===== src/rtl/fifo_rd_packer_if.sv =====
`default_nettype none
// +----------------------------------------------------------------------------+
// | fifo_rd_packer_if : FIFO read port + packed valid/ready output stream      |
// | Rev 1.0                                                                    |
// +----------------------------------------------------------------------------+
interface fifo_rd_packer_if #(
  parameter int DW_R = 32,
  parameter int PACK = 2
);
  localparam int c_cw = $clog2(PACK + 1);

  logic                   fifo_r_req;
  logic [DW_R-1:0]        fifo_data;
  logic                   fifo_empty;
  logic                   flush;
  logic                   out_valid;
  logic                   out_ready;
  logic [DW_R*PACK-1:0]   out_data;
  logic [c_cw-1:0]        out_words;

  // master: the packer itself; slave: the FIFO / downstream environment
  modport master (
    output fifo_r_req, out_valid, out_data, out_words,
    input  fifo_data, fifo_empty, flush, out_ready
  );

  modport slave (
    input  fifo_r_req, out_valid, out_data, out_words,
    output fifo_data, fifo_empty, flush, out_ready
  );
endinterface
`default_nettype wire


===== src/rtl/fifo_rd_packer.sv =====
`default_nettype none
// +----------------------------------------------------------------------------+
// | fifo_rd_packer : drains a FIFO read port and packs PACK words per beat     |
// | Rev 1.0                                                                    |
// +----------------------------------------------------------------------------+
module fifo_rd_packer #(
  parameter int DW_R = 32,
  parameter int PACK = 2
) (
  input  wire              clk,
  input  wire              rst_n,
  fifo_rd_packer_if.master bus
);
  localparam int c_cw = $clog2(PACK + 1);

  logic                      r_req_en;
  logic                      r_inflight;
  logic [1:0]                r_skid_cnt;
  logic [DW_R-1:0]           r_skid [2];
  logic [c_cw-1:0]           r_cnt;
  logic [PACK-1:0][DW_R-1:0] r_acc;
  logic                      r_out_valid;
  logic [c_cw-1:0]           r_out_words;
  logic                      r_flush_pend;

  logic                      w_hs;
  logic                      w_pop;
  logic                      w_req;
  logic                      w_resolve;
  logic                      w_full;
  logic [2:0]                w_occ;
  logic [1:0]                w_skid_cnt_nxt;
  logic [DW_R-1:0]           w_skid_nxt [2];
  logic [c_cw-1:0]           w_cnt_nxt;
  logic [c_cw-1:0]           w_slot;
  logic [PACK-1:0][DW_R-1:0] w_acc_nxt;

  assign w_hs      = r_out_valid && bus.out_ready;
  assign w_pop     = (r_skid_cnt != 2'd0) && (!r_out_valid || bus.out_ready);
  // Words already committed (in flight or buffered) after this cycle's pop
  assign w_occ     = {1'b0, r_skid_cnt} + {2'b00, r_inflight} - {2'b00, w_pop};
  assign w_req     = r_req_en && !bus.fifo_empty && !r_flush_pend && (w_occ < 3'd2);
  assign w_resolve = r_flush_pend && !r_inflight && (r_skid_cnt == 2'd0) && !r_out_valid;
  assign w_slot    = w_hs ? '0 : r_cnt;

  always_comb begin
    w_skid_nxt     = r_skid;
    w_skid_cnt_nxt = r_skid_cnt;
    if (w_pop) begin
      w_skid_nxt[0]  = r_skid[1];
      w_skid_cnt_nxt = r_skid_cnt - 2'd1;
    end
    if (r_inflight) begin
      if (w_skid_cnt_nxt == 2'd0) begin
        w_skid_nxt[0] = bus.fifo_data;
      end else begin
        w_skid_nxt[1] = bus.fifo_data;
      end
      w_skid_cnt_nxt = w_skid_cnt_nxt + 2'd1;
    end
  end

  // A handshake clears the beat first so a same-cycle pop lands in slot 0
  always_comb begin
    w_cnt_nxt = w_hs ? '0 : r_cnt;
    w_acc_nxt = w_hs ? '0 : r_acc;
    if (w_pop) begin
      w_cnt_nxt = w_cnt_nxt + c_cw'(1);
      for (int i = 0; i < PACK; i++) begin
        if (w_slot == c_cw'(i)) begin
          w_acc_nxt[i] = r_skid[0];
        end
      end
    end
    w_full = (w_cnt_nxt == c_cw'(PACK));
  end

  always_ff @(posedge clk or negedge rst_n) begin
    if (!rst_n) begin
      r_req_en     <= 1'b0;
      r_inflight   <= 1'b0;
      r_skid_cnt   <= 2'd0;
      r_skid[0]    <= '0;
      r_skid[1]    <= '0;
      r_cnt        <= '0;
      r_acc        <= '0;
      r_out_valid  <= 1'b0;
      r_out_words  <= '0;
      r_flush_pend <= 1'b0;
    end else begin
      r_req_en   <= 1'b1;
      r_inflight <= w_req;
      r_skid_cnt <= w_skid_cnt_nxt;
      r_skid     <= w_skid_nxt;
      r_cnt      <= w_cnt_nxt;
      r_acc      <= w_acc_nxt;
      if (w_full) begin
        r_out_valid <= 1'b1;
        r_out_words <= c_cw'(PACK);
      end else if (w_resolve && (r_cnt != '0)) begin
        r_out_valid <= 1'b1;
        r_out_words <= r_cnt;
      end else if (w_hs) begin
        r_out_valid <= 1'b0;
        r_out_words <= '0;
      end
      if (w_resolve) begin
        r_flush_pend <= 1'b0;
      end else if (bus.flush) begin
        r_flush_pend <= 1'b1;
      end
    end
  end

  assign bus.fifo_r_req = w_req;
  assign bus.out_valid  = r_out_valid;
  assign bus.out_data   = r_acc;
  assign bus.out_words  = r_out_words;
endmodule
`default_nettype wire


===== src/flat_wrapper.sv =====
// flat-port wrapper written by rule: the top's interface ports become plain ports
module fifo_rd_packer_flat 
#(
  parameter int DW_R = 32,
  parameter int PACK = 2
)
  (clk, rst_n, bus_fifo_r_req, bus_out_valid, bus_out_data, bus_out_words, bus_fifo_data, bus_fifo_empty, bus_flush, bus_out_ready);
  fifo_rd_packer_if #(.DW_R(DW_R), .PACK(PACK)) bus_i ();
  input  wire clk;
  input  wire rst_n;
  output wire logic [$bits(bus_i.fifo_r_req)-1:0] bus_fifo_r_req;
  output wire logic [$bits(bus_i.out_valid)-1:0] bus_out_valid;
  output wire logic [$bits(bus_i.out_data)-1:0] bus_out_data;
  output wire logic [$bits(bus_i.out_words)-1:0] bus_out_words;
  input wire logic [$bits(bus_i.fifo_data)-1:0] bus_fifo_data;
  input wire logic [$bits(bus_i.fifo_empty)-1:0] bus_fifo_empty;
  input wire logic [$bits(bus_i.flush)-1:0] bus_flush;
  input wire logic [$bits(bus_i.out_ready)-1:0] bus_out_ready;
  assign bus_fifo_r_req = bus_i.fifo_r_req;
  assign bus_out_valid = bus_i.out_valid;
  assign bus_out_data = bus_i.out_data;
  assign bus_out_words = bus_i.out_words;
  assign bus_i.fifo_data = bus_fifo_data;
  assign bus_i.fifo_empty = bus_fifo_empty;
  assign bus_i.flush = bus_flush;
  assign bus_i.out_ready = bus_out_ready;
  fifo_rd_packer #(.DW_R(DW_R), .PACK(PACK)) u_core (.clk(clk), .rst_n(rst_n), .bus(bus_i));
endmodule

===== config.mk =====
export PLATFORM = sky130hd
export DESIGN_NAME = fifo_rd_packer_flat
export DESIGN_NICKNAME = d
export VERILOG_FILES = /design/src/rtl/fifo_rd_packer_if.sv /design/src/rtl/fifo_rd_packer.sv /design/src/flat_wrapper.sv
export SDC_FILE = /design/constraint.sdc
export NUM_CORES = 1
export LEC_CHECK = 0
export CORE_UTILIZATION = 48
export DETAILED_ROUTE_END_ITERATION = 12
export PLACE_DENSITY = 0.77
export SLEW_MARGIN = 20
export SYNTH_ARGS = -nofsm -noshare
export SYNTH_HDL_FRONTEND = slang
export SYNTH_SLANG_ARGS = --single-unit
export TNS_END_PERCENT = 5

===== constraint.sdc =====
create_clock -name clk -period 2.4 [get_ports clk]
set_clock_uncertainty 0.1 [all_clocks]
set_input_delay 0.36 -clock clk [delete_from_list [all_inputs] [get_ports clk]]
set_output_delay 0.36 -clock clk [all_outputs]
set_load 0.05 [all_outputs]

==> flow_metrics.tcl <==
set metrics [dict create \
    ir_worst_vdd_mv 0.7316 \
    ys_seq_area_frac 0.5669 \
    synth-simple-area-share 0.1179 \
    drt_pass1_iterations 5 \
    place_congestion 0.7501 \
    die_w_um 114.7 \
    synth_nets 588 \
    grt_usage 0.2394 \
    register_area_sq_um 3455 \
    clkTransAtPathRegs_ns 0.06 \
    power_leakage_nw 3.927 \
    insertion_delay_ns 0.41 \
    ant_nets 0 \
    yosysWarnings 0 \
    grt_max_degree 60 \
    fin_ws_ns -0.4586 \
    avgSynthCellArea_sq_um 11.16 \
    fin_crit_sh 1.191 \
    h-tree-depth 4 \
    tightest_slew_ns 0.5703 \
    clockBufferDepth 2 \
    violations "setup timing" \
    synth_top_family_by_area "multiplexers" \
    crit_required_ns 1.94 \
    synthAdderAreaFrac 0.01150 \
    finalMaxSlewViolations 0 \
    die-area_sq_um 13150 \
    synthMuxAreaShare 0.1643 \
    grt_setup_unrepaired "yes" \
    min_path_type "register to register" \
    io_pins 105 \
    start_util 0.4989 \
    root_buffer "clkbuf_16" \
    fillers 955 \
    drt_iter0_markers 310 \
    setup_viol 1 \
    drive_above_1_share 0.1344 \
    grt_pass1_wl_um 23830 \
    drv_cap 0 \
    ys_ff_latch 138 \
    arrival_ns 2.40 \
    fp-row-count 40 \
    power.share.switching 0.4143 \
    port_buffers 104 \
    netlist_instances 546 \
    dp_hpwl_um 9436 \
    intPower_mw 7.552 \
    pwr-share-comb 0.491 \
    drc 0 \
    insertedDiodeCount 0 \
    drt-total-wl_um 14030 \
    grt_pass1_vias 4680 \
    vias 4500 \
    start_kind "register" \
    cts_tree "yes" \
    hold_viol_final 0 \
    cts_buffers 17 \
    max_freq_mhz 349.8 \
    areaGrowthSynthToFinish_pct 33.13 \
    synthXorXnorAreaFrac 0.008010 \
    p_clk_frac 0.198 \
    dp_cells 812 \
    critPathCaptureType "primary output" \
    seq_power_share 0.311 \
    chipHeight_um 114.7 \
    multi_input_area_sq_um 2307 \
    wire_per_inst_um 16.61 \
    cts.sinks 138 \
    synth_edf_count 0 \
    async_flop_share 1.000 \
    synth_area_sq_um 6092 \
    core-area_sq_um 12210 \
    finalNonFillerCells 845 \
    nets 706 \
    period_needed_ns 2.859 \
    synth_compound_area_frac 0.06819 \
    criticalPathCategory "register to primary output" \
    cts_setup_buffers 0 \
    timing.hold.ws_ns 0.3837 \
    crit_fanout 2 \
    via_per_inst 5.325 \
    switchingPower_mw 5.342 \
    yosysUniqueCellTypes 40 \
    power_density_nw_per_um2 1590 \
    status "finished, violations left" \
    grt-ovfl-total 0 \
    slew_headroom 0.6198 \
    synthFlopType "dfrtp_1" \
    antenna_found_initial 0 \
]
power groups by stage:
stage,registers [mW],clock network (mW),logic (mW)
after global routing,4.13,2.72,6.81
final,4.01,2.56,6.33
after CTS,4.00,2.60,6.34
after floorplan,5.44,0,2.83
after global placement,3.98,0,6.06
after detailed placement,4.03,0,6.29
final cells by class:
type,count,share of cell area
Clock buffer,21,0.05801
Clock inverter,11,0.01481
Inverter,37,0.01743
Multi-Input combinational cell,334,0.2845
Sequential cell,138,0.4259
Tap cell,168,0.02592
Timing Repair Buffer,136,0.1734
sequential cells by signal (all words and copies together) (netlist names):
register,cells
u_core.r_inflight,1
u_core.r_req_en,1
u_core.bus.out_words,2
u_core.r_skid_cnt,2
u_core.bus.out_data,64
u_core.r_skid,64
u_core.bus.out_valid,1
u_core.r_cnt,2
u_core.r_flush_pend,1
cell usage in the layout (no fill, tap or decap), types with 4 or more instances in the layout:
cell type,netlist,layout
mux2i_1,64,64
buf_4,6,22
nand2_1,72,69
nor2_1,34,34
dfrtp_1,138,137
clkbuf_16,0,17
buf_12,0,10
nand3_1,34,34
clkdlybuf4s50_1,0,101
a31oi_1,32,32
o21ai_0,32,31
mux2_1,30,30
clkinv_2,0,4
inv_1,35,33
path summary, 6_finish.rpt:
| check | from | end | slack (ns) | cells after the start |
|---|---|---|---|---|
| max | u_core.bus.out_valid | bus_fifo_r_req | -0.46 | 7 |
| min | u_core.r_skid[1] | u_core.r_skid[1] | 0.38 | 1 |
| max reg2reg | u_core.r_skid_cnt[0] | u_core.r_skid[6] | 0.08 | 10 |
| min reg2reg | u_core.r_skid[1] | u_core.r_skid[1] | 0.38 | 1 |
| max in group asynchronous | rst_n | u_core.r_skid[49] | 1.05 | 3 |
| min in group asynchronous | rst_n | u_core.r_skid[35] | 0.39 | 2 |
timing repair:
| action | in CTS | in global routing |
|---|---|---|
| cloned | 0 | 0 |
| hold buffers | 1 | 0 |
| hold endpoints to repair | 57 | 0 |
| pin swaps | 5 | 0 |
| resized for setup | 2 | 4 |
| setup endpoints to repair | 16 | 33 |
cells in the mapped netlist (2+ instances only):
cell type,count,area (sq um)
dfrtp_1,138,3453
a21oi_1,2,10.01
nand3_1,34,170.2
nand2_1,72,270.3
buf_2,11,55.05
buf_6,9,101.4
o21ai_0,32,160.2
mux2_2,2,22.52
nor2_1,34,127.6
buf_4,6,45.04
and4bb_2,3,37.54
inv_1,35,131.4
ha_1,4,50.05
o21ai_1,3,15.01
mux2i_1,64,640.6
clkbuf_1,11,41.29
mux2_1,30,337.8
inv_2,2,7.510
a31oi_1,32,200.2
xnor2_1,2,17.52
worst max-delay path, cell delays in order, from the launching register on:
cell     delay [ns]
dfrtp_2        0.40
and2b_2        0.21
nor3_2         0.21
o21ai_2        0.09
fa_1           0.54
nand2_2        0.07
nor4_4         0.29
buf_12         0.18
cell families after synthesis:
kind of cell             Yosys count
AND/OR/NAND/NOR                  156
flip-flops                       138
multiplexers                      96
buffers and inverters             74
AO/OA/AOI/OAI                     72
adder cells (fa/ha/maj)            5
XOR/XNOR                           4
other                              1
per-layer routing:
layer  vias up  track usage  share of wire
met3        23      0.04976          0.042
met4         0       0.1013          0.020
li1       2097            -              -
met1      2248       0.3089           0.44
met2       132       0.3935           0.50
met5         -            0              0
metrics by stage:
| step | power [mW] | TNS, ns | utilization | cell area, sq um | setup slack [ns] |
|---|---|---|---|---|---|
| floorplan | 8.272 | -0.6392 | - | 6125 | -0.4036 |
| global placement | 10.04 | -12.79 | 0.6137 | 7495 | -0.4723 |
| detailed placement | 10.32 | -18.72 | 0.6137 | 7495 | -0.5496 |
| CTS | 12.95 | -0.5098 | 0.6636 | 8104 | -0.5098 |
| global route | 13.66 | -0.5676 | 0.6641 | 8110 | -0.5676 |
| finish | 12.89 | -0.4586 | 0.6641 | 8110 | -0.4586 |
Power figures use the tool's default switching activity.
